<file path="src/rtl/d_sramlike_responder_if.sv">
// Data-side sram-like bus between the CPU master and the responder.
// The master drives the request fields; the slave answers with the handshake, the completion pulse and read data.
interface d_sramlike_responder_if;
  logic        data_req;
  logic        data_wr;
  logic [1:0]  data_size;
  logic [31:0] data_addr;
  logic [31:0] data_wdata;
  logic [31:0] data_rdata;
  logic        data_addr_ok;
  logic        data_data_ok;

  modport master (
    output data_req, data_wr, data_size, data_addr, data_wdata,
    input  data_rdata, data_addr_ok, data_data_ok
  );

  modport slave (
    input  data_req, data_wr, data_size, data_addr, data_wdata,
    output data_rdata, data_addr_ok, data_data_ok
  );
endinterface

</file>
<file path="src/rtl/d_sramlike_responder.sv">
// Sram-like data-bus responder: one transaction in flight, fixed LATENCY from address handshake to data_ok,
// backed by a synchronous single-port 32-bit block RAM.
module d_sramlike_responder #(
  parameter int RAM_AW  = 10,
  parameter int LATENCY = 2
) (
  input  logic                  clk,
  input  logic                  resetn,
  d_sramlike_responder_if.slave bus,
  input  logic                  i_hold_addr,
  output logic                  o_err_misalign,
  output logic                  o_ram_en,
  output logic [3:0]            o_ram_wen,
  output logic [RAM_AW-1:0]     o_ram_addr,
  output logic [31:0]           o_ram_wdata,
  input  logic [31:0]           i_ram_rdata
);

  typedef enum logic [1:0] {
    S_IDLE,
    S_WAIT,
    S_RESP
  } state_t;

  localparam logic [3:0] CNT_LOAD = 4'(LATENCY - 1);

  state_t            r_state;
  logic [3:0]        r_cnt;
  logic              r_wr;
  logic [1:0]        r_size;
  logic [1:0]        r_addr_lo;
  logic [RAM_AW-1:0] r_word;
  logic [31:0]       r_wdata;
  logic              r_misalign;
  logic [31:0]       r_last_rd;
  logic              r_data_ok;
  logic              r_err;
  logic              r_ram_en;
  logic [3:0]        r_ram_wen;
  logic [RAM_AW-1:0] r_ram_addr;
  logic [31:0]       r_ram_wdata;

  logic              w_accept;
  logic              w_in_misalign;
  logic [3:0]        w_in_wen;
  logic [3:0]        w_lat_wen;
  logic              w_drive_next;
  logic [3:0]        w_src_wen;
  logic [RAM_AW-1:0] w_src_addr;
  logic [31:0]       w_src_wdata;
  logic              w_unused_addr_hi;

  // Byte lanes touched by an access; the low address bits beyond the access size are ignored.
  function automatic logic [3:0] calcStrobe(input logic [1:0] size, input logic [1:0] lo);
    logic [3:0] strobe;
    case (size)
      2'd0:    strobe = 4'b0001 << lo;
      2'd1:    strobe = lo[1] ? 4'b1100 : 4'b0011;
      default: strobe = 4'b1111;
    endcase
    return strobe;
  endfunction

  assign w_accept      = resetn & (r_state == S_IDLE) & bus.data_req & ~i_hold_addr;
  assign w_in_misalign = ((bus.data_size == 2'd1) & bus.data_addr[0]) |
                         ((bus.data_size == 2'd2) & (bus.data_addr[1:0] != 2'b00));
  assign w_in_wen      = bus.data_wr ? calcStrobe(bus.data_size, bus.data_addr[1:0]) : 4'b0000;
  assign w_lat_wen     = r_wr ? calcStrobe(r_size, r_addr_lo) : 4'b0000;
  assign w_unused_addr_hi = ^bus.data_addr[31:RAM_AW+2];

  // RAM port is registered: it is loaded one edge ahead, straight from the bus when LATENCY is 2.
  assign w_drive_next = (w_accept && (CNT_LOAD == 4'd1)) || ((r_state == S_WAIT) && (r_cnt == 4'd2));
  assign w_src_wen    = (r_state == S_IDLE) ? w_in_wen : w_lat_wen;
  assign w_src_addr   = (r_state == S_IDLE) ? bus.data_addr[RAM_AW+1:2] : r_word;
  assign w_src_wdata  = (r_state == S_IDLE) ? bus.data_wdata : r_wdata;

  always_ff @(posedge clk or negedge resetn) begin
    if (!resetn) begin
      r_state     <= S_IDLE;
      r_cnt       <= 4'd0;
      r_wr        <= 1'b0;
      r_size      <= 2'd0;
      r_addr_lo   <= 2'd0;
      r_word      <= '0;
      r_wdata     <= 32'd0;
      r_misalign  <= 1'b0;
      r_last_rd   <= 32'd0;
      r_data_ok   <= 1'b0;
      r_err       <= 1'b0;
      r_ram_en    <= 1'b0;
      r_ram_wen   <= 4'b0000;
      r_ram_addr  <= '0;
      r_ram_wdata <= 32'd0;
    end else begin
      r_data_ok   <= 1'b0;
      r_err       <= 1'b0;
      r_ram_en    <= 1'b0;
      r_ram_wen   <= 4'b0000;
      r_ram_addr  <= '0;
      r_ram_wdata <= 32'd0;
      if (w_drive_next) begin
        r_ram_en    <= 1'b1;
        r_ram_wen   <= w_src_wen;
        r_ram_addr  <= w_src_addr;
        r_ram_wdata <= w_src_wdata;
      end
      case (r_state)
        S_IDLE: begin
          if (w_accept) begin
            r_wr       <= bus.data_wr;
            r_size     <= bus.data_size;
            r_addr_lo  <= bus.data_addr[1:0];
            r_word     <= bus.data_addr[RAM_AW+1:2];
            r_wdata    <= bus.data_wdata;
            r_misalign <= w_in_misalign;
            r_cnt      <= CNT_LOAD;
            r_state    <= S_WAIT;
          end
        end
        S_WAIT: begin
          r_cnt <= r_cnt - 4'd1;
          if (r_cnt == 4'd1) begin
            r_data_ok <= 1'b1;
            r_err     <= r_misalign;
            r_state   <= S_RESP;
          end
        end
        S_RESP: begin
          if (!r_wr) begin
            r_last_rd <= i_ram_rdata;
          end
          r_state <= S_IDLE;
        end
        default: r_state <= S_IDLE;
      endcase
    end
  end

  assign bus.data_addr_ok = w_accept;
  assign bus.data_data_ok = r_data_ok;
  // Read data is passed through in the response cycle; otherwise the last read value is held.
  assign bus.data_rdata   = ((r_state == S_RESP) && !r_wr) ? i_ram_rdata : r_last_rd;
  assign o_err_misalign   = r_err;
  assign o_ram_en         = r_ram_en;
  assign o_ram_wen        = r_ram_wen;
  assign o_ram_addr       = r_ram_addr;
  assign o_ram_wdata      = r_ram_wdata;

endmodule

</file>
<file path="src/flat_wrapper.sv">
// flat-port wrapper written by rule: the top's interface ports become plain ports
module d_sramlike_responder_flat 
#(
  parameter int RAM_AW  = 10,
  parameter int LATENCY = 2
)
  (clk, resetn, i_hold_addr, o_err_misalign, o_ram_en, o_ram_wen, o_ram_addr, o_ram_wdata, i_ram_rdata, bus_data_req, bus_data_wr, bus_data_size, bus_data_addr, bus_data_wdata, bus_data_rdata, bus_data_addr_ok, bus_data_data_ok);
  d_sramlike_responder_if bus_i ();
  input  logic clk;
  input  logic resetn;
  input  logic i_hold_addr;
  output logic o_err_misalign;
  output logic o_ram_en;
  output logic [3:0] o_ram_wen;
  output logic [RAM_AW-1:0] o_ram_addr;
  output logic [31:0] o_ram_wdata;
  input  logic [31:0] i_ram_rdata;
  input wire logic [$bits(bus_i.data_req)-1:0] bus_data_req;
  input wire logic [$bits(bus_i.data_wr)-1:0] bus_data_wr;
  input wire logic [$bits(bus_i.data_size)-1:0] bus_data_size;
  input wire logic [$bits(bus_i.data_addr)-1:0] bus_data_addr;
  input wire logic [$bits(bus_i.data_wdata)-1:0] bus_data_wdata;
  output wire logic [$bits(bus_i.data_rdata)-1:0] bus_data_rdata;
  output wire logic [$bits(bus_i.data_addr_ok)-1:0] bus_data_addr_ok;
  output wire logic [$bits(bus_i.data_data_ok)-1:0] bus_data_data_ok;
  assign bus_i.data_req = bus_data_req;
  assign bus_i.data_wr = bus_data_wr;
  assign bus_i.data_size = bus_data_size;
  assign bus_i.data_addr = bus_data_addr;
  assign bus_i.data_wdata = bus_data_wdata;
  assign bus_data_rdata = bus_i.data_rdata;
  assign bus_data_addr_ok = bus_i.data_addr_ok;
  assign bus_data_data_ok = bus_i.data_data_ok;
  d_sramlike_responder #(.RAM_AW(RAM_AW), .LATENCY(LATENCY)) u_core (.clk(clk), .resetn(resetn), .bus(bus_i), .i_hold_addr(i_hold_addr), .o_err_misalign(o_err_misalign), .o_ram_en(o_ram_en), .o_ram_wen(o_ram_wen), .o_ram_addr(o_ram_addr), .o_ram_wdata(o_ram_wdata), .i_ram_rdata(i_ram_rdata));
endmodule
</file>
<file path="config.mk">
export PLATFORM = sky130hd
export DESIGN_NAME = d_sramlike_responder_flat
export DESIGN_NICKNAME = d
export VERILOG_FILES = /design/src/rtl/d_sramlike_responder_if.sv /design/src/rtl/d_sramlike_responder.sv /design/src/flat_wrapper.sv
export SDC_FILE = /design/constraint.sdc
export NUM_CORES = 1
export LEC_CHECK = 0
export CORE_MARGIN = 5
export CORE_UTILIZATION = 25
export DETAILED_ROUTE_END_ITERATION = 10
export GPL_TIMING_DRIVEN = 1
export PLACE_DENSITY_LB_ADDON = 0.25
export SYNTH_ARGS = -nofsm -noshare
export SYNTH_HDL_FRONTEND = slang
export SYNTH_SLANG_ARGS = --single-unit
export TNS_END_PERCENT = 10
</file>
<file path="constraint.sdc">
create_clock -name clk -period 1.9 [get_ports clk]
set_input_delay 0.38 -clock clk [delete_from_list [all_inputs] [get_ports clk]]
set_output_delay 0.38 -clock clk [all_outputs]
set_load 0.005 [all_outputs]
</file>
Word-level counts from Yosys, hierarchy flattened

Cells that the tools add are included.
W data, S select, Z words.

Register bits after elaboration: 135
Word-level logic and storage cells: 71
Output and inout bits: 82
Input port bits: 103

Multiplexer cells: 23
Shifts and indexed selects: 2
Eq/ne operators: 9
Add/sub/neg operators: 1
Bitwise gates (word level): 8
Reduce and logical (&&, ||, !) cells: 13

Operators by type and width:

| cell                  | count |
|---|---|
| $mux W32              | 3 |
| $mux W4               | 7 |
| $pmux W4 S2           | 3 |
| $mux W10              | 2 |
| $reduce_and A2 Y1     | 4 |
| $shl A1 B2 Y4 const A | 2 |
| $eq A2 B1 Y1 const B  | 3 |
| $logic_not A2 Y1      | 3 |
| $and A1 B1 Y1         | 5 |
| $mux W1               | 5 |
| $eq A2 B2 Y1 const B  | 2 |
| $eq A4 B1 Y1 const B  | 1 |
| $eq A4 B2 Y1 const B  | 1 |
| $mux W2               | 2 |
| $ne A2 B2 Y1 const B  | 2 |
| $pmux W2 S2           | 1 |
| $reduce_bool A2 Y1    | 2 |
| $sub A4 B1 Y4 const B | 1 |
| $logic_and A1 B1 Y1   | 2 |
| $not A1 Y1            | 2 |
| $logic_not A1 Y1      | 1 |
| $logic_or A1 B1 Y1    | 1 |
| $or A1 B1 Y1          | 1 |

Depth between registers and ports, before layout

Gate-level depths: netlist of run 1.

Depth after elaboration: 6
Gate-level depth with buffers: 7
Mapped depth without buffers: 5

Worst setup path after synthesis of run 1

Ideal clock, no wire load.

Path type: register to output
From: register u_core.r_state[0]
To: output bus_data_rdata[0]
Stages on the path, launching flop included: 4
Data required time: 1.520 ns
Slack: 0.090 ns
Buffers on the path: 1
Arrival time: 1.430 ns
Cells stage by stage: dfrtp_1 -> nor3b_1 -> buf_2 -> mux2_2

Word-level cells in the longest chain between the ends: 3

RTL lines:

| what                   | RTL line                    | text |
|---|---|---|
| start, declared        | d_sramlike_responder.sv:27  | `state_t r_state;` |
| start signal, assigned | d_sramlike_responder.sv:79  | `r_state <= S_IDLE;` |
| start signal, assigned | d_sramlike_responder.sv:117 | `r_state <= S_WAIT;` |
| start signal, assigned | d_sramlike_responder.sv:125 | `r_state <= S_RESP;` |
| $eq A2 B2 Y1           | d_sramlike_responder.sv:142 | `assign bus.data_rdata = ((r_state == S_RESP) && !r_wr) ? i_ram_rdata : r_last_rd;` |
| $logic_and A1 B1 Y1    | d_sramlike_responder.sv:142 |  |
| $mux W32               | d_sramlike_responder.sv:142 |  |
| end, declared          | flat_wrapper.sv:23          | `output wire logic [$bits(bus_i.data_rdata)-1:0] bus_data_rdata;` |

No other way between the ends.

Final worst setup path of run 1

From: register u_core.r_wr
To: output bus_data_rdata[18]

Word-level cells in the longest chain between the ends: 3

RTL lines:

| what                   | RTL line                    | text |
|---|---|---|
| start, declared        | d_sramlike_responder.sv:29  | `logic r_wr;` |
| start signal, assigned | d_sramlike_responder.sv:110 | `r_wr <= bus.data_wr;` |
| $logic_not A1 Y1       | -                           |  |
| $logic_and A1 B1 Y1    | d_sramlike_responder.sv:142 |  |
| $mux W32               | d_sramlike_responder.sv:142 |  |

No other way between the ends.

==> results of run 1 <==
through the flow:
step                      instance area [µm²]  power [mW]   util  setup WS [ps]  cells
after global routing                     8380        12.9  0.401           -442    915
after global placement                   7370        8.19  0.353           -209    859
final                                    8380        12.1  0.401           -350    915
after detailed placement                 7370        8.32  0.353           -221    859
after floorplan                          5280        6.29      -           90.4    426
after CTS                                8360        12.2  0.400           -394    914
state kept, by name (all words and copies together), names as in the netlist, 2 cells and up:
signal              count
u_core.o_ram_wen        4
u_core.o_ram_wdata     32
u_core.r_last_rd       32
u_core.r_addr_lo        2
u_core.r_wdata         32
u_core.r_word          10
u_core.r_cnt            4
u_core.r_state          2
u_core.r_size           2
u_core.o_ram_addr      10
how the worst max path moves through the flow:
stage / startpoint / endpoint / slack, ps / depth (start not counted)
after floorplan: u_core.r_state[0]$_DFFE_PN0P_ / bus_data_rdata[0] / 90 / 3
after global placement: u_core.r_wr$_DFFE_PN0P_ / bus_data_rdata[22] / -210 / 4
after detailed placement: u_core.r_wr$_DFFE_PN0P_ / bus_data_rdata[22] / -220 / 4
after CTS: u_core.r_wr$_DFFE_PN0P_ / bus_data_rdata[18] / -390 / 6
after global routing: u_core.r_state[0]$_DFFE_PN0P_ / bus_data_rdata[12] / -440 / 6
final: u_core.r_wr$_DFFE_PN0P_ / bus_data_rdata[18] / -350 / 6
final cells by class:
class | instances | area, µm²
sequential | 135 | 3380
timing repair buffer | 205 | 2160
clock inverter | 8 | 72.6
clock buffer | 24 | 482
fill | 1938 | 12500
tap | 275 | 344
multi-input combinational | 264 | 1930
inverter | 4 | 15.0
worst reg2reg max path: stages, from the launching register on:
cell and delay [ps]:
dfrtp_1 400, buf_4 170, or2_4 270, nor3_4 140
buf_6 200, buf_12 200, mux2_2 370
cells by family after synthesis:
kind of cell,share of synthesized area
AOI/OAI and AO/OA,0.0625
buffers and inverters,0.0263
DFF,0.640
and+or+nand+nor,0.0943
muxes,0.168
adders and majority gates,0.00711
xor gates and xnor gates,0.00166
cells in the mapped netlist:
cell / n / area, µm²
dfrtp_1: 135 / 3380
nand2_1: 90 / 338
mux2_2: 79 / 890
a21oi_1: 50 / 250
nor2_1: 15 / 56.3
buf_2: 9 / 45.0
clkbuf_1: 9 / 33.8
inv_1: 4 / 15.0
buf_4: 3 / 22.5
ha_1: 3 / 37.5
o211ai_1: 3 / 22.5
and3_1: 2 / 12.5
buf_6: 2 / 22.5
nand2b_1: 2 / 12.5
nor2b_1: 2 / 12.5
nor3_1: 2 / 10.0
nor3b_1: 2 / 15.0
o21bai_1: 2 / 15.0
o22a_1: 2 / 17.5
a31oi_1: 1 / 6.26
and2_1: 1 / 6.26
nor3_4: 1 / 16.3
nor4_1: 1 / 6.26
o21a_1: 1 / 7.51
o21ai_0: 1 / 5.00
o22ai_1: 1 / 6.26
or2_1: 1 / 6.26
or2_2: 1 / 6.26
xor2_1: 1 / 8.76
power groups by stage:
stage | sequential (mW) | combinational, mW | clock [mW]
global placement | 4.36 | 3.83 | 0
global route | 4.52 | 5.05 | 3.32
finish | 4.40 | 4.64 | 3.08
floorplan | 4.32 | 1.97 | 0
detailed placement | 4.42 | 3.90 | 0
CTS | 4.40 | 4.66 | 3.19
repair_timing:
action | CTS | global route
pin swaps | 2 | 1
setup endpoints to repair | 79 | 58
hold buffers | 0 | 0
cloned | 3 | 0
resized for setup | 203 | 2
setup buffers | 21 | 1
routing by layer:
layer,track usage,vias up,wire [µm]
met5,0,-,0
met4,0.0442,0,293
met3,0.0325,20,903
met2,0.197,129,6860
met1,0.151,1927,6350
li1,-,1842,-
==> metrics.cfg, run 1 <==
[run_status]
status = complete, but fails checks
violations = setup timing

[critical_path]
slowest_stage = dfrtp_1
reg2reg_from = u_core.r_state[0]$_DFFE_PN0P_
worstPathMaxFanout = 8
required_ps = 1520
path_class = flop to output pin
crit_path_start_kind = flop
worstRegToRegCells = 6
reg2reg_to = u_core.r_wdata[19]$_DFFE_PN0P_
arrival_ps = 1870
cp_slowest_stage_delay_ps = 420
reg2reg_slack_ps = 40
critical_path.top_delay_family = buffers and inverters
crit_chain = nor3b_4 -> buf_12 -> buf_8 -> buf_16 -> mux2_4 -> buf_6
path_buf_inv = 4
cp-end-kind = output pin

[pwr]
p_int_mw = 8.60
p_seq_frac = 0.363
p_leak_nw = 3.74
pwr-share-clk = 0.254
swShare = 0.290
p_per_area_mw_per_mm2 = 1450
combPwrFrac = 0.383
ir_worst_vdd_mv = 0.526
p_switching_mw = 3.52

[synthesis]
ys_seq_area_frac = 0.640
postSynthCellCount = 426
syn_area_mm2 = 0.00528
yosysUniqueCellTypes = 29
postSynthAreaPerCell_um2 = 12.4
synth_nets = 532
synth_seq_cells = 135
yosysWarningCount = 0

[sta]
tightest_slew_ps = 735
finalCritPeriodShare = 1.18
min_period_ps = 2250
whs_ps = 98.4
setup_viol = 33
setup-tns-final_ps = -11030
final-max-slew-violation-count = 0
skew_ps = 4.30
fmax_mhz = 444
hold_violations = 0
max-slew-margin-rel = 0.510
fin_ws_ps = -350
rsz0062_at_grt = true

[routing]
drc = 0
routed_wl_um = 14400
drt_first_pass_iters = 4
routed_via_density = 4.28
wl_per_cell_um = 15.7
ant_nets = 0
drt_iter0_drc = 110
num_vias = 3918

[floorplanning]
core-area_mm2 = 0.0209
ios = 185
rows = 53
die_area_mm2 = 0.0241
die_w_um = 155
die_h_um = 155
start_util = 0.253

[global_routing]
first_global_vias = 4242
track_usage = 0.120
antenna_found_initial = 0
grt_overflow_total = 0
grt_first_pass_wirelength_um = 22800
grt_max_degree = 136

[clock_tree]
clk_latency_ps = 400
cts_max_level = 4
clockBufferDepth = 2
clk_pin_slew_ps = 60
clock_tree.root_cell = clkbuf_16
cts_sinks = 135
numCtsBuffers = 17
cts_tree = done

[job]
maxCapViolCount = 0

[layout]
layout_commonest_cell = dfrtp_1
num_antenna_cells = 0
fin_nets = 733
areaGrowthSynthToFinish_pct = 58.6
drive_gt1_frac = 0.292
mostFrequentLayoutCells = 135 x dfrtp_1, 130 x clkdlybuf4s50_1, 90 x nand2_1, 50 x a21oi_1, 45 x mux2_2

[min_path]
hold_path.class = primary input to async pin

[placement]
hpwl_um = 9140
io_buffers = 164
routabilityCongestion = 0.743

Power figures use the tool's default switching activity.
==> inputs of run 2 (changes only) <==
Settings changed: CTS_CLUSTER_SIZE set to 12.
==> results of run 2 <==
Same layout as run 1: the final DEF is identical, and so are final timing and power.
==> inputs of run 3 (changes only) <==
Settings changed: RECOVER_POWER set to 25.
==> run 3 against run 2 <==
Net effect:
- the run still ends with setup timing left
- wire length hardly changed
- via count is 0.13% higher
- sequential power hardly changed
- clock skew hardly changed
- clock power hardly changed
- worst hold slack better by 380 ps
- design area is 0.19% lower
- register-to-register slack hardly changed
- total power hardly changed
- critical path type unchanged
- largest cell class unchanged
- largest power group unchanged
- highest routed layer unchanged
==> metrics.cfg, run 3 (same netlist as run 1, synthesis figures left out) <==
[global_routing]
antenna_found_initial = 0  ; unchanged
track_usage = 0.120  ; unchanged
grt_overflow_total = 0  ; unchanged
grt_first_pass_wirelength_um = 22800  ; unchanged
grt_max_degree = 136  ; unchanged
first_global_vias = 4242  ; unchanged

[critical_path]
path_class = flop to output pin
slowest_stage = dfrtp_1
arrival_ps = 1870  ; about the same
crit_path_start_kind = flop
worstPathMaxFanout = 8  ; unchanged
crit_chain = nor3b_4 -> buf_12 -> buf_8 -> buf_16 -> mux2_4 -> buf_6
cp-end-kind = output pin
cp_slowest_stage_delay_ps = 420  ; about the same
required_ps = 1520  ; about the same

[layout]
fillers = 1938  ; unchanged
num_antenna_cells = 0  ; unchanged
fin_cells = 915  ; unchanged
layout_commonest_cell = dfrtp_1
seq_area_mm2 = 0.00338  ; unchanged
multi_input_area_mm2 = 0.00193  ; unchanged
fin_nets = 733  ; unchanged
drive_gt1_frac = 0.291  ; -0.00156
mostFrequentLayoutCells = 135 x dfrtp_1, 130 x clkdlybuf4s50_1, 90 x nand2_1, 50 x a21oi_1, 45 x mux2_2
areaGrowthSynthToFinish_pct = 58.3

[run_status]
violations = setup timing
status = complete, but fails checks

[pwr]
p_per_area_mw_per_mm2 = 1450  ; +0.15%
combPwrFrac = 0.382  ; about the same
p_int_mw = 8.60  ; about the same
pwr-share-clk = 0.254  ; about the same
fin_total_pwr_mw = 12.1  ; about the same
p_switching_mw = 3.52  ; about the same
p_seq_frac = 0.363  ; about the same
p_leak_nw = 3.73  ; -0.22%
ir_worst_vdd_mv = 0.526  ; about the same
swShare = 0.290  ; about the same

[routing]
num_vias = 3923  ; +0.13%
ant_nets = 0  ; unchanged
routed_via_density = 4.29  ; +0.13%
drc = 0  ; unchanged
wl_per_cell_um = 15.7  ; about the same
drt_iter0_drc = 111  ; +0.91%
drt_first_pass_iters = 4  ; unchanged
routed_wl_um = 14400  ; about the same

[sta]
hold_violations = 0  ; unchanged
finalCritPeriodShare = 1.18  ; about the same
fin_ws_ps = -350  ; +0.0700 ps
rsz0062_at_grt = true
fmax_mhz = 444  ; about the same
skew_ps = 4.30  ; +0.0000600 ps
tightest_slew_ps = 1230  ; +495 ps
min_period_ps = 2250  ; -0.0700 ps
final-max-slew-violation-count = 0  ; unchanged
max-slew-margin-rel = 0.180  ; -0.330
setup_viol = 33  ; unchanged

[clock_tree]
clk_latency_ps = 400  ; about the same
clockBufferDepth = 2  ; unchanged
clk_pin_slew_ps = 50  ; about the same
cts_sinks = 135  ; unchanged
numCtsBuffers = 17  ; unchanged
cts_tree = done
cts_max_level = 4  ; unchanged
clock_tree.root_cell = clkbuf_16

[floorplanning]
rows = 53  ; unchanged
ios = 185  ; unchanged
core-area_mm2 = 0.0209  ; unchanged
start_util = 0.253  ; unchanged
die_w_um = 155  ; unchanged
die_h_um = 155  ; unchanged
die_area_mm2 = 0.0241  ; unchanged

[placement]
routabilityCongestion = 0.743  ; unchanged
io_buffers = 164  ; unchanged
dp.cells = 859  ; unchanged
hpwl_um = 9140  ; unchanged

[min_path]
hold_path.class = flop to flop

[job]
maxCapViolCount = 0  ; unchanged

run 3: worst max-delay path: cells and delay by family (launching register included):
family        cells  cell delay, ps
flops             1             420
mux               1             320
buf+inv           4             510
simple gates      1             220
run 3: final timing paths:
path	from	end	slack [ps]	depth (start not counted)
max in group asynchronous	resetn	u_core.r_word[8]$_DFFE_PN0P_	540	2
worst max register to register	u_core.r_state[0]$_DFFE_PN0P_	u_core.r_wdata[19]$_DFFE_PN0P_	50	6
min in group asynchronous	resetn	u_core.r_wdata[23]$_DFFE_PN0P_	520	2
worst min-delay path	u_core.r_misalign$_DFFE_PN0P_	u_core.o_err_misalign$_DFF_PN0_	480	1
worst min register to register	u_core.r_misalign$_DFFE_PN0P_	u_core.o_err_misalign$_DFF_PN0_	480	1
worst max-delay path	u_core.r_wr$_DFFE_PN0P_	bus_data_rdata[18]	-350	6
run 3: what timing repair did:
action | CTS | global route
gates cloned | 3 | 0
resized for setup | 203 | 2
pin swaps | 2 | 1
hold buffers | 0 | 0
setup endpoints to repair | 79 | 58
hold endpoints to repair | 0 | 0
buffers inserted | 21 | 1
run 3: layout make-up:
| class | count | share of cell area |
|---|---|---|
| clock inverter | 8 | 0.00868 |
| sequential | 135 | 0.404 |
| multi-input combinational | 264 | 0.231 |
| tap | 275 | 0.0412 |
| clock buffer | 24 | 0.0576 |
| timing repair buffer | 205 | 0.256 |
| inverter | 4 | 0.00180 |
run 3: metrics by stage:
step                instance area (µm²)  hold WS [ps]   util  worst slack, ps  setup TNS [ps]
global placement                   7370           479  0.353             -209           -9250
floorplan                          5280          84.4      -             90.4               0
detailed placement                 7370           482  0.353             -221          -10640
finish                             8360           481  0.400             -350          -11030
global route                       8360           510  0.400             -442          -15010
CTS                                8360           168  0.400             -394          -12470
run 3: layer usage:
layer / track usage / vias up / share of wire
li1: - / 1841 / -
met1: 0.151 / 1929 / 0.44
met2: 0.197 / 133 / 0.48
met3: 0.0325 / 20 / 0.063
met4: 0.0442 / 0 / 0.020
met5: 0 / - / 0
run 3: power by group through the flow:
stage                     Clock, mW  Sequential [mW]  Combinational, mW
after floorplan                   0             4.32               1.97
after global placement            0             4.36               3.83
after detailed placement          0             4.42               3.90
after CTS                      3.19             4.40               4.66
after global routing           3.32             4.52               5.04
final                          3.08             4.40               4.63
